### config.mk
export PLATFORM = sky130hd
export DESIGN_NAME = uart_tx_arbiter
export DESIGN_NICKNAME = d
export VERILOG_FILES = /design/src/rtl/uart_tx_arbiter.sv
export SDC_FILE = /design/constraint.sdc
export NUM_CORES = 1
export LEC_CHECK = 0
export ABC_AREA = 1
export BUFFER_PORTS_ARGS = -buffer_cell sky130_fd_sc_hd__buf_2
export CORE_ASPECT_RATIO = 1.1
export CORE_MARGIN = 1
export CORE_UTILIZATION = 49
export CTS_BUF_LIST = sky130_fd_sc_hd__clkbuf_4
export DETAILED_ROUTE_END_ITERATION = 7
export PLACE_DENSITY = 0.85
export SYNTH_ARGS = -nofsm -noshare
export SYNTH_HDL_FRONTEND = slang
export SYNTH_SLANG_ARGS = --single-unit
### constraint.sdc
create_clock -name i_Clock -period 2 [get_ports i_Clock]
set_clock_uncertainty 0.15 [all_clocks]
set_input_delay 0.2 -clock i_Clock [delete_from_list [all_inputs] [get_ports i_Clock]]
set_output_delay 0.2 -clock i_Clock [all_outputs]
set_load 0.01 [all_outputs]
### src/rtl/uart_tx_arbiter.sv
// Round-robin sequencer sharing a single uart_tx among NUM_REQ requesters, one byte per grant.
// Define UART_ARB_TIMEOUT_EN to add a watchdog on the uart_tx done handshake (TIMEOUT_CLKS >= 2).
module uart_tx_arbiter #(
    parameter int NUM_REQ      = 4,
    parameter int TIMEOUT_CLKS = 1248
) (
    input  logic                 i_Clock,
    input  logic                 i_Rst_L,
    input  logic [NUM_REQ-1:0]   i_Req,
    input  logic [8*NUM_REQ-1:0] i_Req_Byte,
    output logic [NUM_REQ-1:0]   o_Ack,
    output logic [NUM_REQ-1:0]   o_Done,
    output logic                 o_Busy,
    output logic                 o_Timeout,
    output logic                 o_Tx_DV,
    output logic [7:0]           o_Tx_Byte,
    input  logic                 i_Tx_Active,
    input  logic                 i_Tx_Done
);

    localparam int IDX_W = (NUM_REQ > 1) ? $clog2(NUM_REQ) : 1;

    typedef enum logic [1:0] {
        IDLE,
        LOAD,
        WAIT_DONE,
        GAP
    } state_t;

    state_t             state;
    state_t             state_next;
    logic [IDX_W-1:0]   ptr;
    logic [IDX_W-1:0]   grant_idx;
    logic [IDX_W-1:0]   sel_idx;
    logic [IDX_W-1:0]   cand;
    logic               sel_found;
    logic [NUM_REQ-1:0] grant_onehot;
    logic               done_fire;
    logic               timeout_fire;
    logic [7:0]         req_bytes [NUM_REQ];

    for (genvar k = 0; k < NUM_REQ; k++) begin : g_bytes
        assign req_bytes[k] = i_Req_Byte[8*k +: 8];
    end

    // Search starts just past the last winner, so a continuously held request
    // cannot win again until every other active requester has been served.
    always_comb begin
        sel_found = 1'b0;
        sel_idx   = ptr;
        cand      = '0;
        for (int i = 1; i <= NUM_REQ; i++) begin
            cand = IDX_W'((int'(ptr) + i) % NUM_REQ);
            if (!sel_found && i_Req[cand]) begin
                sel_found = 1'b1;
                sel_idx   = cand;
            end
        end
    end

    assign grant_onehot = NUM_REQ'(1) << grant_idx;
    assign done_fire    = (state == WAIT_DONE) && i_Tx_Done;
    assign o_Busy       = (state != IDLE);

    always_comb begin
        state_next = state;
        o_Tx_DV    = 1'b0;
        o_Ack      = '0;
        case (state)
            IDLE: begin
                if (sel_found && !i_Tx_Active) state_next = LOAD;
            end
            LOAD: begin
                o_Tx_DV    = 1'b1;
                o_Ack      = grant_onehot;
                state_next = WAIT_DONE;
            end
            WAIT_DONE: begin
                if (i_Tx_Done || timeout_fire) state_next = GAP;
            end
            GAP: begin
                if (!i_Tx_Active) state_next = IDLE;
            end
            default: state_next = IDLE;
        endcase
    end

    // uart_tx has no reset, so after our reset it may still be finishing a
    // frame; the i_Tx_Active check in IDLE keeps us from issuing DV over it.
    always_ff @(posedge i_Clock or negedge i_Rst_L) begin
        if (!i_Rst_L) begin
            state     <= IDLE;
            ptr       <= IDX_W'(NUM_REQ - 1);
            grant_idx <= '0;
            o_Tx_Byte <= '0;
            o_Done    <= '0;
        end else begin
            state  <= state_next;
            o_Done <= done_fire ? grant_onehot : '0;
            if (state == IDLE && state_next == LOAD) begin
                grant_idx <= sel_idx;
                ptr       <= sel_idx;
                o_Tx_Byte <= req_bytes[sel_idx];
            end
        end
    end

`ifdef UART_ARB_TIMEOUT_EN
    localparam int TMR_W = $clog2(TIMEOUT_CLKS + 1);

    logic [TMR_W-1:0] timer;

    // Timer is 0 in the first WAIT_DONE cycle, so the abort pulse lands exactly
    // TIMEOUT_CLKS cycles after the DV cycle.
    assign timeout_fire = (state == WAIT_DONE) && !i_Tx_Done &&
                          (timer == TMR_W'(TIMEOUT_CLKS - 2));

    always_ff @(posedge i_Clock or negedge i_Rst_L) begin
        if (!i_Rst_L) begin
            timer     <= '0;
            o_Timeout <= 1'b0;
        end else begin
            o_Timeout <= timeout_fire;
            if (state == LOAD) begin
                timer <= '0;
            end else if (state == WAIT_DONE) begin
                timer <= timer + 1'b1;
            end
        end
    end
`else
    assign timeout_fire = 1'b0;
    assign o_Timeout    = 1'b0;
`endif

endmodule

### Word level (Yosys, flattened, before mapping)

Cells that the tools add are included.

| word-level totals | value |
|---|---|
| flip-flop bits (word level) | 18 |
| bits in latches | 0 |
| bits in writable memories | 0 |
| ROM bits | 0 |
| input bits | 40 |
| output and inout port bits | 19 |
| memories kept | 0 |

| cells by class | value |
|---|---|
| add/sub/neg operators | 4 |
| $mul | 0 |
| div/mod/pow operators | 0 |
| $lt $le $gt $ge | 5 |
| eq/ne operators | 4 |
| shifts and indexed selects | 1 |
| multiplexer cells | 26 |
| bitwise logic cells | 1 |
| reductions and logical operators | 12 |

Operator list:

| operator | count |
|---|---|
| $bmux 8 s2 | 1 |
| $mux 8 | 2 |
| $mux 2 | 7 |
| $lt 2x3->1 const B | 4 |
| $mux 1 | 9 |
| $bmux 1 s2 | 4 |
| $mux 4 | 2 |
| $pmux 2 s4 | 1 |
| $logic_and 1x1->1 | 6 |
| $add 2x1->2 const B | 2 |
| $add 2x2->2 const B | 2 |
| $eq 2x1->1 const B | 2 |
| $eq 2x2->1 const B | 2 |
| $logic_not 1->1 | 4 |
| $shl 1x2->4 const A | 1 |
| $ge 3x3->1 const B | 1 |
| $not 2->3 | 1 |
| $logic_not 2->1 | 1 |
| $reduce_bool 2->1 | 1 |

### Depth between registers and ports, before layout

Gate-level depths: netlist of run 1.

| logic depth | value |
|---|---|
| word-level depth | 18 |
| mapped depth | 14 |
| mapped depth without buffers | 14 |

### Worst setup path after synthesis of run 1

OpenSTA, ideal clock, no wires.

| timing | value |
|---|---|
| path kind | register -> register |
| start | register ptr[0] |
| end | register o_Tx_Byte[2] |
| arrival | 1.561 ns |
| required time | 1.733 ns |
| setup slack | 0.172 ns |
| cell stages (with the launch flop) | 14 |
| clock period less this slack | 1.828 ns |
| cells stage by stage | dfstp_2 -> buf_6 -> nand2_1 -> nand2_2 -> nand2_1 -> nand2_2 -> nand2_2 -> nand3_2 -> buf_6 -> nand3b_1 -> nand2_1 -> nand2_1 -> nand3_1 -> nand2_1 |

| on the way | value |
|---|---|
| word-level cells in the longest chain between the ends | 18 |
| elaborated cells on any way between the ends | 35 |
| classes of those cells | add/sub: 4; eq/ne: 1; mux: 21; bitwise: 1; reduce/logical: 8 |

RTL lines:

| element | RTL line | source |
|---|---|---|
| from (decl) | 32 | `logic [IDX_W-1:0] ptr;` |
| from (signal assigned) | 93 | `ptr <= IDX_W'(NUM_REQ - 1);` |
| from (signal assigned) | 102 | `ptr <= sel_idx;` |
| $add 2x1->2 | 53 | `cand = IDX_W'((int'(ptr) + i) % NUM_REQ);` |
| $bmux 1 s2 | 54 | `if (!sel_found && i_Req[cand]) begin` |
| $mux 1 (implied by the code) | 54 |  |
| $mux 1 | 54 |  |
| $logic_not 1->1 | 54 |  |
| $logic_and 1x1->1 | 54 |  |
| $mux 1 | 54 |  |
| $logic_not 1->1 | 54 |  |
| (+2 left out) | -- |  |
| $logic_not 1->1 | 54 |  |
| $logic_and 1x1->1 | 54 |  |
| $mux 1 | 54 |  |
| $logic_and 1x1->1 | 71 | `if (sel_found && !i_Tx_Active) state_next = LOAD;` |
| $mux 2 | 71 |  |
| $pmux 2 s4 | 69 | `case (state)` |
| $eq 2x1->1 | 100 | `if (state == IDLE && state_next == LOAD) begin` |
| $logic_and 1x1->1 | 100 |  |
| to (signal assigned) | 103 | `o_Tx_Byte <= req_bytes[sel_idx];` |
| to (decl) | 16 | `output logic [7:0] o_Tx_Byte,` |

Several ways; a longest one is shown, not always the timed one. The select of a mux whose other input is x is not followed.
A chain may end at the register's enable or synchronous reset.

### Worst setup path after layout of run 1

| timing | value |
|---|---|
| start | register ptr[1] |
| end | register o_Tx_Byte[0] |

Same word-level chain as after synthesis.

==> results of run 1 <==
[power by group]
part	internal, mW	leakage (nW)	switching [mW]
combinational	1.32	0.928	2.13
sequential	0.533	0.224	0.117
clock	0.0727	0.0154	0.108
[worst max-delay path: stages (launching register included)]
cell,delay (ns)
dfstp_2,0.62
inv_4,0.07
buf_4,0.15
nand3_1,0.11
nand2_1,0.13
nor2_4,0.16
nand3_2,0.19
nand3_1,0.15
nand3_1,0.12
nand3_1,0.11
nand2_1,0.06
[cells by family (layout without fill, tap and decap cells)]
family                 Yosys count  after routing  share of synthesized area
flip-flops                      18             18                      0.336
AO/OA/AOI/OAI                    9              9                     0.0409
AND/OR/NAND/NOR                145            146                      0.517
buffers and inverters           28            106                      0.103
other                            1              1                    0.00278
[layer usage]
metal,global-route usage,share of wire
met1,0.349,0.41
met2,0.445,0.48
met3,0.0293,0.076
met4,0.0618,0.030
met5,0,0
[how the worst max path moves through the flow]
stage	to	cells after the start	from
2_1_floorplan	o_Tx_Byte[2]	13	ptr[0]
3_3_place_gp	o_Tx_Byte[4]	14	ptr[0]
3_5_place_dp	o_Tx_Byte[4]	14	ptr[0]
4_1_cts	o_Tx_Byte[4]	13	ptr[0]
5_1_grt	o_Tx_Byte[4]	10	ptr[1]
6_report	o_Tx_Byte[0]	10	ptr[1]
[sequential cells by signal (all words and copies together) (netlist names)]
name	flops
grant_idx	2
o_Tx_Byte	8
ptr	2
o_Done	4
state	2
[final cells by class]
type	count	area, um^2
multi-input combinational	156	983
timing repair buffer	78	495
sequential	18	453
fill	155	435
inverter	23	104
tap	31	38.8
clock buffer	3	22.5
timing repair inverter	1	7.51
clock inverter	1	3.75
[synth_stat cells (3+ instances only)]
cell type | instances | area [um^2]
nand2_2 | 12 | 75.1
nand3_1 | 41 | 205
nand3b_1 | 8 | 60.1
nor2_1 | 3 | 11.3
o21ai_1 | 3 | 15.0
buf_6 | 4 | 45.0
inv_2 | 5 | 18.8
o21ai_0 | 3 | 15.0
dfrtp_1 | 16 | 400
inv_1 | 18 | 67.6
nand2_1 | 70 | 263
nor3_1 | 8 | 40.0
[repair_timing]
item,4_1_cts,5_1_grt
resized for setup,10,52
setup endpoints to repair,8,12
setup buffers,3,10
endpoints found under the hold margin,18,0
cloned,2,1
hold buffers,1,0
pin swaps,8,31
==> results.cfg, run 1 <==
[critical_path]
crit-reg2reg-launch = ptr[1]
worst_setup_path_end_kind = register
reg2reg_depth = 10
setup.worst_path.class = reg2reg
required_ns = 2.03
crit_fanout = 8
r2r_setup_slack_ns = -0.13
crit_path_start_kind = register
worst-endpoint-arrival_ns = 2.16
critical_path.reg2reg.endpoint = o_Tx_Byte[0]

[routing]
detailed_routing_iteration_count_for_the_pre_antenna_repair_pass = 5
postRouteWirelength_um = 4740
drc = 0
drt_first_iter_violations = 151
antenna_left = 0
via_count = 1698
drt-wirelength-per-cell_um = 15.3
drt-vias-per-instance = 5.46

[pwr]
p_leak_nw = 1.17
power_per_cell_area_nw_per_um2 = 2030
max-vdd-ir-drop_mv = 1.37
fin_total_pwr_mw = 4.28

[placed_design]
placed_area_um2 = 1690
placed_cells_incl_taps = 290
placement.setup.worst_slack_ns = -0.0587
gp_routability_congestion = 0.907
port-buffer-count = 57
dp.final_hpwl_um = 2640

[synth]
asyncSetResetFlopFracSynth = 1.00
ys_types = 21
syn-num-nets = 241
ys_seq_area_frac = 0.336
synth-main-ff-cell = dfrtp_1
synthesis.yosys.warnings = 0
count_of_mapped_cells_out_of_synthesis = 201
number_of_synthesized_flops_with_an_enable_pin = 0
yosys_register_bits = 18
total_standard_cell_area_after_synthesis_um2 = 1350
avgSynthCellArea_um2 = 6.70

[worst_hold_path]
min_delay_worst_endpoint = state[1]
worstHoldStart = i_Tx_Active
timing.hold.worst_path_depth = 3
worst_hold_path_type = in2reg

[layout]
finalCoreUtilization = 0.829
area_delta_synth_final_pct = 56.5
postLayoutCellArea_um2 = 2110
layout.nets = 321
layout_cells_sized_above_1 = 0.471
final-instance-count-excl-fill = 311
num_antenna_cells = 0
mostFrequentLayoutCells = buf_2 (57), nand2_1 (49), nand3_1 (35)
most_frequent_standard_cell_in_the_layout_excluding_fill_and_tap_cells = buf_2

[global_route]
grt_remaining_overflow = 0
number_of_antenna_violations_at_the_first_check_in_global_routing = 0
track_usage = 0.261
first_pass_grt_wire_length_um = 6030
number_of_global_route_vias_before_repair = 1472
grt_max_degree = 19

[sta]
drv_slew = 0
fin_crit_sh = 1.07
worst_slack_ns = -0.132
rsz0062_at_grt = true
setup_total_negative_slack_ns = -0.844
finalHoldViolCount = 0
setup_viol = 10
whs_ns = 0.00276
fmaxAchievable_ghz = 0.469
finalWorstPathRequiredPeriod_ns = 2.13

[clock_tree]
cts.htree.levels = 1
cts_inserted_buffers = 3
cts_tree = built
worstSkewPairLatency_ns = 0.30
clkSlewWorstSetupHoldPaths_ns = 0.10
cts-root-buf = clkbuf_4
clk_sink_count = 18
cts-root-to-sink-buffers = 2

[die]
die_ht_um = 57
placeableCoreArea_um2 = 2540
io_pins = 59
initial_core_util = 0.530
floorplan.rows = 19
design.die.area_um2 = 2960
die_width_um = 52

[outcome]
violated_checks = setup timing
status = finished with violations

[run]
drv_cap = 0
No activity file was read; power rests on OpenSTA's default activity.
==> run 2, diff against run 1 <==
Settings changed: CORE_ASPECT_RATIO 1.1 to 1.5, SLEW_MARGIN from default to 40.
==> run 2 against run 1 <==
  * Largest cell class unchanged
  * The run still ends with setup timing left
  * Sequential power is 0.9% higher
  * Worst hold slack gained 0.024 ns
  * Largest power group unchanged
  * Sequential share of layout area up 0.46 points
  * Final cell count fell by 0.64%
==> results.cfg, run 2 (synthesis results as in run 1) <==
[layout]
num_antenna_cells = 0
top_register_by_number_of_flip_flops = o_Tx_Byte
finalCoreUtilization = 0.815
mostFrequentLayoutCells = buf_2 (57), nand2_1 (48), nand3_1 (35)
layout_top_registers = o_Tx_Byte: 8 flops, o_Done: 4 flops
postLayoutCellArea_um2 = 2060
layout_cells_sized_above_1 = 0.465
num-fill-cells = 163
area_delta_synth_final_pct = 53.2
most_frequent_standard_cell_in_the_layout_excluding_fill_and_tap_cells = buf_2
largest_register_ff_count = 8
layout.nets = 314
layout.area.seq_um2 = 453
multi_input_comb_area_um2 = 1010

[outcome]
violated_checks = setup timing
status = finished with violations

[clock_tree]
cts.htree.levels = 1
clk_sink_count = 18
worstSkewPairLatency_ns = 0.28
cts_inserted_buffers = 3
cts_tree = built
cts-root-to-sink-buffers = 2
cts-root-buf = clkbuf_4
clkSlewWorstSetupHoldPaths_ns = 0.10

[critical_path]
required_ns = 2.03
r2r_setup_slack_ns = -0.15
crit-reg2reg-launch = ptr[0]
setup.worst_path.class = reg2reg
worst-endpoint-arrival_ns = 2.18
worst_setup_path_startpoint = ptr[0]
worst_setup_path_end_kind = register
crit_path_start_kind = register
crit_fanout = 8

[placed_design]
gp_routability_congestion = 0.869
dp.final_hpwl_um = 2630
placed_area_um2 = 1670
port-buffer-count = 57
placement.setup.worst_slack_ns = -0.0682

[routing]
via_count = 1751
drt_first_iter_violations = 117
postRouteWirelength_um = 4750
drc = 0
drt-vias-per-instance = 5.67
drt-wirelength-per-cell_um = 15.4
antenna_left = 0
detailed_routing_iteration_count_for_the_pre_antenna_repair_pass = 4

[pwr]
pwr-share-seq = 0.157
max-vdd-ir-drop_mv = 1.20
p_comb_frac = 0.800
internal-power_mw = 1.82
p_leak_nw = 1.13
power_per_cell_area_nw_per_um2 = 2020
power.switching_mw = 2.35
power.clock.fraction = 0.042
power.share.switching = 0.564

[global_route]
number_of_antenna_violations_at_the_first_check_in_global_routing = 0
grt_max_degree = 19
number_of_global_route_vias_before_repair = 1363
grt_remaining_overflow = 0
track_usage = 0.251
first_pass_grt_wire_length_um = 5640

[worst_hold_path]
worst_hold_path_type = in2reg
worstHoldStart = i_Tx_Active

[die]
design.die.area_um2 = 2970
io_pins = 59
placeableCoreArea_um2 = 2530
die_ht_um = 66.2
floorplan.rows = 22
initial_core_util = 0.532
die_width_um = 44.8

[sta]
fin_crit_sh = 1.08
finalWorstPathRequiredPeriod_ns = 2.15
worst_slack_ns = -0.154
drv_slew = 0
rsz0062_at_grt = true
finalHoldViolCount = 0
fmaxAchievable_ghz = 0.464
setup_viol = 10

[run]
drv_cap = 0
## run 2: through the flow
| stage | TNS [ns] | power [mW] | instances | hold slack [ns] |
|---|---|---|---|---|
| after CTS | 0 | 3.09 | 302 | 0.0257 |
| final | -0.903 | 4.17 | 309 | 0.0264 |
| after floorplan | 0 | 2.27 | 201 | -0.246 |
| after global routing | -1.92 | 4.48 | 309 | 0.0375 |
| after global placement | -0.221 | 2.72 | 293 | -0.0100 |
| after detailed placement | -0.400 | 2.75 | 293 | -0.0104 |
## run 2: timing repair
action                     CTS  global route
cloned                       2             2
hold buffers                 1             0
gates resized for setup      7            61
pin swaps                    1            27
setup endpoints to repair    9            13
setup buffers                2             5
hold endpoints to repair    18             0
## run 2: worst paths after layout
path	endpoint	cells after the start
hold reg to reg	o_Tx_Byte[6]	2
setup reg to reg	o_Tx_Byte[1]	12
hold / removal	state[1]	3
max in group asynchronous	ptr[1]	2
setup / recovery	o_Tx_Byte[1]	12
min in group asynchronous	o_Tx_Byte[4]	2
## run 2: metal layers
layer | wire length, um | share of wire | vias up | global-route usage
met1 | 1730 | 0.36 | 803 | 0.316
met4 | 243 | 0.051 | 0 | 0.114
met3 | 346 | 0.073 | 36 | 0.0246
li1 | - | - | 805 | -
met5 | 0 | 0 | - | 0
met2 | 2430 | 0.51 | 107 | 0.421
## run 2: power groups by stage
stage	clock network [mW]	logic, mW	registers (mW)
6_report	0.177	3.34	0.656
3_3_place_gp	0	2.07	0.656
5_1_grt	0.193	3.61	0.676
4_1_cts	0.179	2.27	0.641
3_5_place_dp	0	2.10	0.655
2_1_floorplan	0	1.59	0.671
## run 2: layout make-up
| cell class | count | area share |
|---|---|---|
| multi-input combinational | 157 | 0.488 |
| sequential | 18 | 0.219 |
| timing repair buffer | 70 | 0.205 |
| inverter | 23 | 0.0491 |
| tap | 36 | 0.0218 |
| clock buffer | 3 | 0.0109 |
| timing repair inverter | 1 | 0.00364 |
| clock inverter | 1 | 0.00182 |
## run 2: worst max-delay path: stages, from the launching register on
cell	delay, ns
dfstp_2	0.61
inv_4	0.09
nand2_2	0.10
nand2_4	0.07
nand2_2	0.09
nand2_4	0.07
nand2_4	0.10
nand3_4	0.16
clkbuf_16	0.21
nand3_1	0.11
nand3_1	0.10
nand3_1	0.12
nand2_1	0.06
